===== config.mk =====
export PLATFORM = sky130hd
export DESIGN_NAME = ct_code_lock_ctrl
export DESIGN_NICKNAME = d
export VERILOG_FILES = /design/src/rtl/ct_code_lock_ctrl.sv
export SDC_FILE = /design/constraint.sdc
export NUM_CORES = 1
export LEC_CHECK = 0
export CAP_MARGIN = 10
export CORE_MARGIN = 3
export CORE_UTILIZATION = 25
export DETAILED_ROUTE_END_ITERATION = 6
export PLACE_DENSITY = 0.4
export SLEW_MARGIN = 20
export SYNTH_ARGS = -nofsm -noshare
export SYNTH_HDL_FRONTEND = slang
export SYNTH_SLANG_ARGS = --single-unit

===== constraint.sdc =====
create_clock -name clk_i -period 2.9 [get_ports clk_i]
set_input_delay 0.435 -clock clk_i [delete_from_list [all_inputs] [get_ports clk_i]]
set_output_delay 0.435 -clock clk_i [all_outputs]
set_load 0.01 [all_outputs]

===== src/rtl/ct_code_lock_ctrl.sv =====
// Two-code lock controller: a CT1 code (0110) arms the lock, and a CT2 code (1011) must follow within TIMEOUT cycles to unlock.
// Latency: one cycle; every output is registered and reflects the inputs sampled at the previous rising edge.
// Backpressure: none; valid codes that arrive in OPEN or LOCKOUT are dropped, and alarm_clr_i only acts in LOCKOUT.
//
// Ports:
//   clk_i          system clock; all state changes on the rising edge
//   rst_i          synchronous active-high reset; overrides every other input
//   code_valid_i   code_i is presented this cycle
//   code_i[3:0]    code {a,b,c,d}; a = code_i[3]
//   alarm_clr_i    operator clear; leaves LOCKOUT for IDLE
//   unlock_o       high while in OPEN (exactly OPEN_CYCLES cycles)
//   alarm_o        high while in LOCKOUT
//   ct1_hit_o      1-cycle pulse when a 0110 code is accepted (IDLE or ARMED)
//   ct2_hit_o      1-cycle pulse when a 1011 code is accepted in ARMED
//   fail_cnt_o     consecutive-failure count, saturating at MAX_FAIL
//   state_o        IDLE=0, ARMED=1, OPEN=2, LOCKOUT=3
module ct_code_lock_ctrl #(
    parameter int TIMEOUT     = 8,
    parameter int MAX_FAIL    = 3,
    parameter int OPEN_CYCLES = 4
) (
    input  logic       clk_i,
    input  logic       rst_i,
    input  logic       code_valid_i,
    input  logic [3:0] code_i,
    input  logic       alarm_clr_i,
    output logic       unlock_o,
    output logic       alarm_o,
    output logic       ct1_hit_o,
    output logic       ct2_hit_o,
    output logic [3:0] fail_cnt_o,
    output logic [1:0] state_o
);

    typedef enum logic [1:0] {
        S_IDLE    = 2'd0,
        S_ARMED   = 2'd1,
        S_OPEN    = 2'd2,
        S_LOCKOUT = 2'd3
    } state_t;

    localparam logic [7:0] TIMER_LAST = 8'(TIMEOUT - 1);
    localparam logic [7:0] OPEN_LAST  = 8'(OPEN_CYCLES - 1);
    localparam logic [3:0] FAIL_MAX   = 4'(MAX_FAIL);
    localparam logic [3:0] CODE_CT1   = 4'b0110;
    localparam logic [3:0] CODE_CT2   = 4'b1011;

    state_t     state_q, state_d;
    logic [7:0] timer_q, timer_d;
    logic [7:0] open_q, open_d;
    logic [3:0] fail_q, fail_d;
    logic       ct1_q, ct1_d;
    logic       ct2_q, ct2_d;
    logic       unlock_q, alarm_q;
    logic       fail_evt;
    logic [3:0] fail_inc;

    // Count after a failure, saturating so it can never wrap past MAX_FAIL.
    assign fail_inc = (fail_q >= FAIL_MAX) ? FAIL_MAX : fail_q + 4'd1;

    always_comb begin
        state_d  = state_q;
        timer_d  = timer_q;
        open_d   = open_q;
        fail_d   = fail_q;
        ct1_d    = 1'b0;
        ct2_d    = 1'b0;
        fail_evt = 1'b0;

        case (state_q)
            S_IDLE: begin
                if (code_valid_i) begin
                    if (code_i == CODE_CT1) begin
                        state_d = S_ARMED;
                        timer_d = 8'd0;
                        ct1_d   = 1'b1;
                    end else begin
                        fail_evt = 1'b1;
                    end
                end
            end
            S_ARMED: begin
                // A valid code has priority over a timer that would expire in the same cycle.
                if (code_valid_i) begin
                    if (code_i == CODE_CT2) begin
                        state_d = S_OPEN;
                        open_d  = 8'd0;
                        fail_d  = 4'd0;
                        ct2_d   = 1'b1;
                    end else if (code_i == CODE_CT1) begin
                        timer_d = 8'd0;
                        ct1_d   = 1'b1;
                    end else begin
                        fail_evt = 1'b1;
                    end
                end else if (timer_q == TIMER_LAST) begin
                    fail_evt = 1'b1;
                end else begin
                    timer_d = timer_q + 8'd1;
                end
            end
            S_OPEN: begin
                if (open_q == OPEN_LAST) begin
                    state_d = S_IDLE;
                end else begin
                    open_d = open_q + 8'd1;
                end
            end
            S_LOCKOUT: begin
                if (alarm_clr_i) begin
                    state_d = S_IDLE;
                    fail_d  = 4'd0;
                end
            end
            default: state_d = S_IDLE;
        endcase

        if (fail_evt) begin
            fail_d  = fail_inc;
            state_d = (fail_inc == FAIL_MAX) ? S_LOCKOUT : S_IDLE;
        end
    end

    always_ff @(posedge clk_i) begin
        if (rst_i) begin
            state_q  <= S_IDLE;
            timer_q  <= 8'd0;
            open_q   <= 8'd0;
            fail_q   <= 4'd0;
            ct1_q    <= 1'b0;
            ct2_q    <= 1'b0;
            unlock_q <= 1'b0;
            alarm_q  <= 1'b0;
        end else begin
            state_q  <= state_d;
            timer_q  <= timer_d;
            open_q   <= open_d;
            fail_q   <= fail_d;
            ct1_q    <= ct1_d;
            ct2_q    <= ct2_d;
            unlock_q <= (state_d == S_OPEN);
            alarm_q  <= (state_d == S_LOCKOUT);
        end
    end

    assign unlock_o   = unlock_q;
    assign alarm_o    = alarm_q;
    assign ct1_hit_o  = ct1_q;
    assign ct2_hit_o  = ct2_q;
    assign fail_cnt_o = fail_q;
    assign state_o    = state_q;

endmodule

==> results by group, run 1 <==
Critical path
  – Endpoint class of the critical path: flip-flop
  – CP max stage delay: 0.50 ns
  – Type of the worst setup path: input port to flip-flop
  – Crit path capture: unlock_o
  – FF-to-FF setup slack: a little over 0.9 ns
  – Crit-path slowest cell: clkdlybuf4s50_1
  – Worst reg2reg path depth: 6
  – Crit-path cells: clkdlybuf4s50_1 > and4b_1 > nand2_1 > a32oi_4 > mux2_4 > a211oi_1
  – Worst Setup SP: code_i[0]
  – CP startpoint kind: input port
  – Worst-path maximum fanout: 7
  – Reg-to-reg startpoint: timer_q[0]
  – Reg2reg end: unlock_o
  – Arrival @ worst endpoint: roughly 2.3 ns
  – Crit path required time: between 3 and 4 ns

Clocking
  – CTS Hold Bufs: 0
  – Clock Latency Late Sink: about 0.28 ns
  – Htree depth: 1
  – # resized after CTS: 0
  – Clk slew on worst S/H paths: ~0.1 ns
  – Num CTS Buffers: 3
  – Clock root buffer: clkbuf_8
  – Total clock sinks: 26
  – CTS tree: done
  – Setup Buffers After CTS: 0
  – Clk buf depth: 2

Layout
  – Final nets: roughly 180
  – Post-Route Utilization: 31.9%
  – ANT cells: 0
  – Layout filler cell count: 534
  – Share of post-route cells with drive strength above 1: between 9 and 10%
  – FF/Latch Area: about 520 sq um
  – Multi-input gate area: 783 sq um
  – Area growth, synth to finish: 22.3%

Power and ir drop
  – Power share of the combinational group: roughly 15%
  – Power per cell area: about 490 mW/mm^2
  – Peak supply drop: roughly 170 uV
  – Sequential share of power: 47.4%
  – Sw frac: about a quarter
  – Sw Pwr: 0.204 mW
  – P_leak: ~0.58 nW
  – Internal power: 0.613 mW
  – Clock Power Share: ~38%

STA
  – Hold Vio Cnt, Final: 0
  – Tmin final: 2.11 ns
  – Fin Setup TNS: 0 ns
  – Slew @ Worst Pin: 0.516 ns
  – Slew Viols, Final: 0
  – Final period utilization: about 73%
  – RSZ-0062 raised after global routing: no
  – Slew HR: roughly two thirds
  – Clock skew: approximately 0.0043 ns
  – Max Clk Rate: roughly 470 MHz
  – Final setup violating endpoints: 0

Synthesis
  – FFs w/ async S/R, synth: 0%
  – Synth Register Bits: 26
  – Post-synth cell types: 48
  – Post-Syn Instances: 149
  – Synth area leaders: dfxtp_1, nor2_1, a21oi_1
  – Post-synth EDFFs: 0
  – Yosys top cell by area: dfxtp_1
  – Top_reg_cell synth: dfxtp_1
  – Mapped Nets: 160
  – Mapped cell area: roughly 0.0014 sq mm
  – Warnings from Yosys: 0
  – Synthesized area per cell: just over 9 sq um
  – Post-synthesis sequential area ratio: 38.6%
  – Share of the synthesized area in the top cell type: between 30% and 40%

Die
  – Row cnt: 26
  – IO Count: 18
  – Starting density of the core: between 20% and 30%
  – Die width: ~79 um
  – Core ar.: between 0.005 and 0.006 sq mm
  – Die H: around 80 um
  – Die area: around 0.0063 sq mm

Global routing
  – First-pass GRT wire length: 5320 um
  – Vias in the first global route: roughly 1100
  – Initial antenna violation count: 0
  – Total global routing overflow: 0
  – Gr usage total: between 10% and 20%
  – Largest net degree at the start of global routing: 16

Placed design
  – PortBufs: 17
  – Post-DP HPWL: about 2400 um
  – GPL Wtd Cong: 0.806

Detailed routing
  – Antenna-violating nets left: 0
  – Number of vias per cell: 4.95
  – Drt initial violations: 37
  – Post-route DRC violation count: 0
  – Via count: about 1200
  – Post-Route WL: ~3200 um
  – Avg WL per Cell: 13.6 um
  – DRT Pass-1 Iters: 4

Job
  – MaxCap Viol Count: 0

Run status
  – Status: complete, no violations

Hold path
  – Worst hold path type: flip-flop to flip-flop
==> sequential cells by signal (all words and copies together), names as in the netlist <==
name and cells:
ct1_hit_o 1, unlock_o 1, fail_cnt_o 4, alarm_o 1, timer_q 8, ct2_hit_o 1, state_o 2, open_q 8
==> cell type report <==
| type | instances | share of cell area, % |
|---|---|---|
| tap | 70 | 5.30 |
| sequential | 26 | 31.5 |
| timing repair buffer | 18 | 10.8 |
| multi-input combinational | 114 | 47.4 |
| clock inverter | 1 | 1.82 |
| clock buffer | 3 | 2.50 |
| inverter | 3 | 0.682 |
==> through the flow <==
step / hold WS, ns / std cells / setup WS, ns / power, mW / instance area, sq um
final: 0.499 / 235 / 0.793 / 0.817 / 1650
after global routing: 0.531 / 235 / 0.665 / 0.854 / 1650
after CTS: 0.499 / 235 / 0.784 / 0.826 / 1650
after detailed placement: 0.485 / 231 / 0.501 / 0.520 / 1580
after global placement: 0.484 / 231 / 0.537 / 0.521 / 1580
after floorplan: 0.459 / 149 / 1.12 / 0.471 / 1350
==> placed cells by master, fill, tap and decap left out, types with 2 or more instances in the layout <==
master and count:
inv_1 3, o21ai_0 8, nand2b_1 2, xor2_1 5
a21oi_4 2, nor3b_1 2, mux2i_1 2, clkdlybuf4s50_1 17
a21oi_1 10, dfxtp_1 26, o2111ai_1 3, and3_1 3
a311oi_1 3, nand3_1 2, nand2_1 8, a21o_1 3
nor2b_1 3, clkbuf_8 3, ha_1 3, and2_1 2
a31oi_1 2, nand3b_1 2, nor2_1 18, nand4_1 3
o211ai_1 3, nor3_1 5
==> worst max-delay path: cells and delay by family <==
kind | cells | cell delay, ns
AO/OA/AOI/OAI | 2 | 0.55
buffers and inverters | 1 | 0.50
AND/OR/NAND/NOR | 2 | 0.46
multiplexers | 1 | 0.34
==> layer usage <==
layer | global-route usage (%) | share of wire, % | vias to the layer above | routed length [um]
li1 | - | - | 583 | -
met3 | 2.93 | 5.6 | 5 | 179
met1 | 14.1 | 49 | 549 | 1550
met2 | 16.8 | 44 | 26 | 1420
met4 | 4.12 | 1.5 | 0 | 48
met5 | 0 | 0 | - | 0
==> worst min-delay path by stage <==
| stage | startpoint | slack, ns | to | cells past startpoint |
|---|---|---|---|---|
| after floorplan | open_q[7] | 0.46 | open_q[7] | 2 |
| after global placement | fail_cnt_o[3] | 0.48 | fail_cnt_o[3] | 1 |
| after detailed placement | open_q[7] | 0.48 | open_q[7] | 2 |
| after CTS | open_q[7] | 0.50 | open_q[7] | 2 |
| after global routing | fail_cnt_o[2] | 0.53 | fail_cnt_o[2] | 1 |
| final | fail_cnt_o[3] | 0.50 | fail_cnt_o[3] | 1 |
==> power groups by stage <==
stage | Clock [mW] | Sequential, mW | Combinational (mW)
4_1_cts | 0.313 | 0.388 | 0.124
2_1_floorplan | 0 | 0.390 | 0.0808
5_1_grt | 0.327 | 0.390 | 0.137
6_report | 0.307 | 0.387 | 0.123
3_5_place_dp | 0 | 0.396 | 0.124
3_3_place_gp | 0 | 0.396 | 0.125
==> synth_stat cells (all sizes together), types with 3 or more instances <==
| library cell | instances |
|---|---|
| nand4 | 3 |
| ha | 3 |
| nor3 | 6 |
| a311oi | 3 |
| clkbuf | 3 |
| dfxtp | 26 |
| xor2 | 5 |
| a21oi | 12 |
| nor2b | 4 |
| and3 | 3 |
| a21o | 3 |
| buf | 3 |
| o2111ai | 3 |
| inv | 3 |
| nor2 | 19 |
| o21ai | 9 |
| nand2 | 8 |
| o211ai | 3 |
==> cells by family after synthesis <==
family	count (synthesis)	synth area share (%)
AOI/OAI and AO/OA	42	23.3
and+or+nand+nor	61	26.1
muxes	3	2.59
xor gates and xnor gates	5	3.24
DFF	26	38.6
buffers and inverters	9	3.43
adders and majority gates	3	2.78
Power figures use the tool's default switching activity.
==> inputs of run 2 (changes only) <==
Clock period 2.9 ns to 2.14 ns, I/O delays scaled along.
==> results by group, run 2 (synthesized netlist as in run 1, its figures left out) <==
Critical path
  – Type of the worst setup path: flip-flop to output port
  – Crit-path slowest cell: clkdlybuf4s50_1
  – CP top delay family: buffers and inverters
  – FF-to-FF setup slack: between 0.3 and 0.4 ns
  – Arrival @ worst endpoint: 1.52 ns
  – Crit path required time: approximately 1.8 ns
  – Reg2reg end: unlock_o
  – Crit-path cells: clkdlybuf4s50_1
  – CP startpoint kind: flip-flop
  – Worst-path maximum fanout: 11
  – Reg-to-reg startpoint: timer_q[0]
  – CP max stage delay: ~0.63 ns
  – Endpoint class of the critical path: output port
  – Worst reg2reg path depth: 6
  – Buffers & Inverters on Critical Path: 1

Power and ir drop
  – Power share of the combinational group: between 10% and 20%
  – Peak supply drop: between 200 and 300 uV
  – Sequential share of power: about 46%
  – Internal power: 0.848 mW
  – Sw Pwr: about 0.27 mW
  – Sw frac: roughly a quarter
  – P_leak: between 0.6 and 0.7 nW
  – Clock Power Share: between 30% and 40%
  – Power per cell area: around 650 mW/mm^2
  – Overall power: about 1.1 mW

Die
  – Core ar.: ~0.0052 sq mm
  – Die width: 79.5 um
  – Die area: between 0.006 and 0.007 sq mm
  – Row cnt: 26
  – Die H: around 79 um
  – Starting density of the core: 26.1%
  – IO Count: 18

Detailed routing
  – Post-route DRC violation count: 0
  – Via count: between 1000 and 1500
  – Antenna-violating nets left: 0
  – Number of vias per cell: a little under 5
  – Avg WL per Cell: approximately 13 um
  – Post-Route WL: 3120 um
  – DRT Pass-1 Iters: 4
  – Drt initial violations: 52

Global routing
  – Largest net degree at the start of global routing: 16
  – Gr usage total: 10.8%
  – Vias in the first global route: between 1000 and 1500
  – Total global routing overflow: 0
  – First-pass GRT wire length: 5450 um
  – Initial antenna violation count: 0

STA
  – Fin Setup TNS: 0 ns
  – Slew @ Worst Pin: about 0.47 ns
  – Max Clk Rate: about 540 MHz
  – Final setup violating endpoints: 0
  – Tmin final: about 1.8 ns
  – Slew HR: 68.4%
  – Final period utilization: a little under nine tenths
  – Worst hold slack: approximately 0.50 ns
  – RSZ-0062 raised after global routing: no
  – Slew Viols, Final: 0
  – Clock skew: 0.00400 ns
  – Hold Vio Cnt, Final: 0

Placed design
  – PortBufs: 17
  – Post-DP HPWL: between 2000 and 2500 um
  – DP Cell Count: 240
  – GPL Wtd Cong: 0.809

Layout
  – Commonest non-fill, non-tap cell in the layout: dfxtp_1
  – Area growth, synth to finish: 27.8%
  – Non-filler instance count after layout: 244
  – Most frequent cells in the layout: dfxtp_1, nor2_1, clkdlybuf4s50_1
  – ANT cells: 0
  – Final nets: about 190
  – Share of post-route cells with drive strength above 1: between 10 and 15%

Clocking
  – Num CTS Buffers: 3
  – Clock root buffer: clkbuf_8
  – CTS tree: done
  – CTS Hold Bufs: 0
  – # resized after CTS: 0
  – Clock Latency Late Sink: ~0.27 ns
  – Total clock sinks: 26
  – Setup Buffers After CTS: 0
  – Htree depth: 1
  – Clk slew on worst S/H paths: about 0.090 ns
  – Clk buf depth: 2

Hold path
  – Worst hold path type: flip-flop to flip-flop
  – Hold path cells: 1
  – Worst Hold End: fail_cnt_o[2]
  – Hold_sp: fail_cnt_o[2]

Run status
  – Status: complete, no violations

Job
  – MaxCap Viol Count: 0
[run 2: final cells by class]
class                           instances  area, sq um
Tap cell                               70         87.6
Fill cell                             547         3450
Clock inverter                          1         30.0
Clock buffer                            3         41.3
Timing Repair Buffer                   27          245
Inverter                                3         11.3
Sequential cell                        26          520
Multi-Input combinational cell        114          790
[run 2: power groups by stage]
stage,clock network [mW],registers (mW),logic [mW]
6_report,0.409,0.518,0.194
5_1_grt,0.445,0.521,0.215
4_1_cts,0.426,0.518,0.197
3_5_place_dp,0,0.529,0.196
3_3_place_gp,0,0.529,0.195
2_1_floorplan,0,0.529,0.109
[run 2: per-stage QoR]
stage / cell area (sq um) / util, % / worst slack (ns)
final: 1730 / 33.4 / 0.295
after detailed placement: 1650 / 31.9 / 0.0518
after global placement: 1650 / 31.9 / 0.0621
after global routing: 1730 / 33.4 / 0.168
after floorplan: 1350 / - / 0.361
after CTS: 1720 / 33.2 / 0.221
[run 2: how the worst max path moves through the flow]
| stage | from | end | slack (ns) | depth (start not counted) |
|---|---|---|---|---|
| floorplan | timer_q[0] | unlock_o | 0.36 | 6 |
| global placement | code_i[0] | unlock_o | 0.06 | 6 |
| detailed placement | code_i[1] | unlock_o | 0.05 | 6 |
| CTS | open_q[1] | open_q[3] | 0.22 | 6 |
| global route | timer_q[0] | unlock_o | 0.17 | 6 |
| finish | state_o[1] | state_o[1] | 0.29 | 1 |
[run 2: routing by layer]
metal	vias up	share of wire [%]	GRT usage [%]
li1	595	-	-
met1	556	51	13.9
met2	22	43	17.5
met3	5	4.3	2.37
met4	0	1.6	4.12
met5	-	0	0
==> inputs of run 3 (changes only) <==
Settings changed: CORE_MARGIN 3 to not set.
==> results by group, run 3 (synthesized netlist as in run 1, its figures left out) <==
STA
  – Tmin final: 1.85 ns
  – Slew HR: between 70% and 80%
  – Final setup violating endpoints: 0
  – RSZ-0062 raised after global routing: no
  – Slew Viols, Final: 0
  – Slew @ Worst Pin: ~0.35 ns
  – Final period utilization: slightly below 90%
  – Fin Setup TNS: 0 ns
  – Max Clk Rate: about 540 MHz
  – Hold Vio Cnt, Final: 0
  – Clock skew: 0.00191 ns

Die
  – IO Count: 18
  – Row cnt: 26
  – Starting density of the core: 26.3%
  – Die area: between 0.005 and 0.006 sq mm
  – Die H: roughly 75 um
  – Die width: 75.5 um
  – Core ar.: approximately 0.0051 sq mm

Critical path
  – Reg2reg end: unlock_o
  – Worst-path maximum fanout: 8
  – Type of the worst setup path: flip-flop to output port
  – CP max stage delay: approximately 0.54 ns
  – Crit-path cells: buf_4 > clkdlybuf4s50_1
  – CP top delay family: buffers and inverters
  – CP startpoint kind: flip-flop
  – Worst reg2reg path depth: 6
  – Crit path required time: between 1.5 and 2 ns
  – Arrival @ worst endpoint: 1.53 ns
  – Reg-to-reg startpoint: timer_q[0]
  – Endpoint class of the critical path: output port
  – Buffers & Inverters on Critical Path: 2
  – FF-to-FF setup slack: 0.31 ns
  – Crit-path slowest cell: clkdlybuf4s50_1

Clocking
  – Htree depth: 1
  – Clock root buffer: clkbuf_8
  – Clk buf depth: 2
  – CTS Hold Bufs: 0
  – Setup Buffers After CTS: 0
  – Clock Latency Late Sink: 0.26 ns
  – Num CTS Buffers: 3
  – # resized after CTS: 0
  – CTS tree: done
  – Total clock sinks: 26
  – Clk slew on worst S/H paths: around 0.090 ns

Placed design
  – PortBufs: 17
  – Post-DP HPWL: 2370 um
  – GPL Wtd Cong: ~0.76

Global routing
  – Gr usage total: a little under an eighth
  – M2 GR Usage: 17.8%
  – Vias in the first global route: 1101
  – Initial antenna violation count: 0
  – Top Usage Layer GRT: met2
  – First-pass GRT wire length: 5060 um
  – Total global routing overflow: 0
  – Largest net degree at the start of global routing: 18
  – Met3 usage: around 1.6%
  – Met1 Use GR: 16.8%

Layout
  – Commonest non-fill, non-tap cell in the layout: dfxtp_1
  – Most frequent cells in the layout: dfxtp_1, nor2_1, clkdlybuf4s50_1
  – Share of post-route cells with drive strength above 1: 13.8%
  – ANT cells: 0
  – Area growth, synth to finish: 26.1%
  – Final nets: approximately 190

Run status
  – Status: complete, no violations

Power and ir drop
  – Sw Pwr: about 0.27 mW
  – P_leak: just over 0.6 nW
  – Power per cell area: roughly 600 mW/mm^2
  – Clock Power Share: a little under a third
  – Peak supply drop: approximately 240 uV
  – Sequential share of power: between 50% and 60%
  – Sw frac: approximately 26%
  – Power share of the combinational group: 18.9%
  – Overall power: 1.02 mW
  – Internal power: around 0.76 mW

Detailed routing
  – Post-Route WL: approximately 3000 um
  – Antenna-violating nets left: 0
  – Avg WL per Cell: 12.6 um
  – DRT Pass-1 Iters: 4
  – Post-route DRC violation count: 0
  – Via count: ~1200
  – Number of vias per cell: about 4.7
  – Drt initial violations: between 50 and 60

Hold path
  – Hold_sp: open_q[7]
  – Worst hold path type: flip-flop to flip-flop
  – Hold path cells: 2
  – Worst Hold End: open_q[7]

Job
  – MaxCap Viol Count: 0
==> run 3: per-stage QoR <==
step	util [%]	setup WS (ns)	hold slack, ns	std cells	instance area, sq um
6_report	33.1	0.291	0.503	244	1700
5_1_grt	33.1	0.167	0.518	244	1700
4_1_cts	33.1	0.255	0.504	244	1700
3_5_place_dp	32.1	0.0765	0.487	240	1650
3_3_place_gp	32.1	0.0980	0.486	240	1650
2_1_floorplan	-	0.361	0.459	149	1350
==> run 3: how the worst max path moves through the flow <==
stage | from | depth (start not counted) | slack (ns) | end
after floorplan | timer_q[0] | 6 | 0.36 | unlock_o
after global placement | code_valid_i | 6 | 0.1 | timer_q[2]
after detailed placement | code_valid_i | 6 | 0.08 | timer_q[2]
after CTS | state_o[1] | 2 | 0.25 | state_o[1]
after global routing | timer_q[0] | 6 | 0.17 | unlock_o
final | state_o[1] | 2 | 0.29 | state_o[1]
==> run 3: final cells by class <==
type / instances / area [sq um]
Fill cell: 566 / 3440
Tap cell: 70 / 87.6
Inverter: 3 / 11.3
Clock buffer: 4 / 55.1
Sequential cell: 26 / 520
Timing Repair Buffer: 27 / 245
Multi-Input combinational cell: 114 / 783
==> run 3: power by group through the flow <==
stage | clock network (mW) | logic, mW | registers, mW
6_report | 0.315 | 0.193 | 0.516
5_1_grt | 0.355 | 0.210 | 0.519
4_1_cts | 0.338 | 0.196 | 0.516
3_5_place_dp | 0 | 0.194 | 0.527
3_3_place_gp | 0 | 0.192 | 0.527
2_1_floorplan | 0 | 0.109 | 0.529
==> run 3: worst reg2reg max path, delay by kind of cell (launching register included) <==
family	cells	cell delay (ns)
fa+ha+maj	1	0.25
compound gates	2	0.40
simple gates	2	0.45
mux	1	0.33
flops	1	0.34
==> run 3: metal layers <==
metal / vias up / part of all wire [%] / wire length, um
li1: 597 / - / -
met1: 539 / 51 / 1580
met2: 15 / 44 / 1360
met3: 5 / 3.2 / 100
met4: 0 / 1.5 / 46
met5: - / 0 / 0
==> RTL edit (config.mk and constraints of run 2) <==
Register the output `state_o` once more; this adds one clock of latency there. The other outputs are not delayed to match.
--- a/src/rtl/ct_code_lock_ctrl.sv
+++ b/src/rtl/ct_code_lock_ctrl.sv
@@ -148,6 +148,8 @@
     assign ct1_hit_o  = ct1_q;
     assign ct2_hit_o  = ct2_q;
     assign fail_cnt_o = fail_q;
-    assign state_o    = state_q;
+    always_ff @(posedge clk_i) begin
+        state_o <= state_q;
+    end
 
 endmodule
Formal check against the unedited RTL: not equivalent (a bounded check fails within 4 cycles, from zero or initial values and one cycle with rst_i high).
==> RTL edit against run 2 <==
  * Sequential cell count rose by 2
  * Clock skew rose by 0.0018 ns
  * Setup slack got worse by 0.065 ns
  * Area after synthesis rose by 7.9%
  * Highest routed layer unchanged
  * Hold slack got worse by 0.032 ns
  * Largest cell class unchanged
  * Sequential share of layout area rose by 0.64 points
  * Final area rose by 5.4%
  * Global-route usage rose by 1.6 points
  * Wire length rose by 21%
  * Power rose by 5.2%
  * Die area rose by 7.3%
==> RTL edit: results (changes against run 2) <==
* Sw Pwr at 0.292 mW (was 0.272 mW)
* Max-slew headroom at 0.675 (was 0.684)
* Dpl cell area at 0.00175 mm2 (was 0.00165 mm2)
* Pre-CTS worst setup slack at 0.0479 ns (was 0.0518 ns)
* Post-route cell area at 0.00182 mm2 (was 0.00173 mm2)
* Sequential fraction of the synthesis area at 0.385 (was 0.386)
* GRT met3 Usage at 0.0184 (was 0.0237)
* Fin worst setup slack at 0.230 ns (was 0.295 ns)
* Status: complete, no violations (unchanged)
* Final net count at 203 (was 186)
* Syn_area_per_cell at 8.83 um2 (was 9.06 um2)
* Slowest cell on crit path: or4b_4 (was clkdlybuf4s50_1)
* Met1 usage at 0.153 (was 0.139)
* GPL Wtd Cong at 0.902 (was 0.809)
* Largest net degree at the start of global routing at 18 (was 16)
* Post-Route WL at 3780 um (was 3120 um)
* M1 WL at 1660 um (was 1580 um)
* Syn Nets at 176 (was 160)
* Worst Path Max Fanout at 5 (was 11)
* Filler cell count in the final layout at 612 (was 547)
* First-pass GRT wire length at 6600 um (was 5450 um)
* Met2 GRT Util at 0.219 (was 0.175)
* Commonest cells in the netlist: dfxtp_1, a21oi_1, nand2_1, nand3_1 (was dfxtp_1, nor2_1, a21oi_1)
* VDD IR-drop max at 0.213 mV (was 0.298 mV)
* Largest cells by area after synthesis: dfxtp_1, a21oi_1, nand3_1 (was dfxtp_1, nor2_1, a21oi_1)
* WL met2 at 1950 um (was 1360 um)
* Reg2reg path depth at 5 (was 6)
* P_int at 0.886 mW (was 0.848 mW)
* Clock skew at 0.00585 ns (was 0.00400 ns)
* R2R Path Start: open_q[0]$_SDFFE_PP0P_ (was timer_q[0]$_SDFFE_PP0P_)
-- RTL edit: critical path, delay by kind of cell (launching register included) --
family                   cells  cell delay [ns]
AND/OR/NAND/NOR              1             0.47
AO/OA/AOI/OAI                2             0.41
adder cells (fa/ha/maj)      1             0.19
flip-flops                   1             0.41
multiplexers                 1             0.33
-- RTL edit: layout make-up --
| type | instances | area share |
|---|---|---|
| Inverter | 4 | 0.00825 |
| Multi-Input combinational cell | 126 | 0.452 |
| Timing Repair Buffer | 29 | 0.143 |
| Clock inverter | 1 | 0.0165 |
| Tap cell | 72 | 0.0495 |
| Clock buffer | 3 | 0.0227 |
| Sequential cell | 28 | 0.308 |
-- RTL edit: how the worst max path moves through the flow --
| stage | start | to | slack (ns) | depth (start not counted) |
|---|---|---|---|---|
| 2_1_floorplan | open_q[0]$_SDFFE_PP0P_ | state_q[1]$_SDFF_PP0_ | 0.33 | 6 |
| 3_5_place_dp | code_valid_i | timer_q[7]$_SDFFE_PP0P_ | 0.05 | 4 |
| 5_1_grt | open_q[0]$_SDFFE_PP0P_ | state_q[1]$_SDFF_PP0_ | 0.09 | 6 |
| 4_1_cts | open_q[0]$_SDFFE_PP0P_ | open_q[4]$_SDFFE_PP0P_ | 0.22 | 5 |
| 6_report | open_q[0]$_SDFFE_PP0P_ | open_q[4]$_SDFFE_PP0P_ | 0.23 | 5 |
| 3_3_place_gp | code_i[2] | state_q[0]$_SDFF_PP0_ | 0.10 | 5 |
-- RTL edit: cells by family after synthesis --
kind of cell	Yosys count	synth area share
flip-flops	28	0.385
AO/OA/AOI/OAI	51	0.251
buffers and inverters	11	0.0507
multiplexers	1	0.00773
adder cells (fa/ha/maj)	3	0.0258
AND/OR/NAND/NOR	70	0.274
XOR/XNOR	1	0.00601
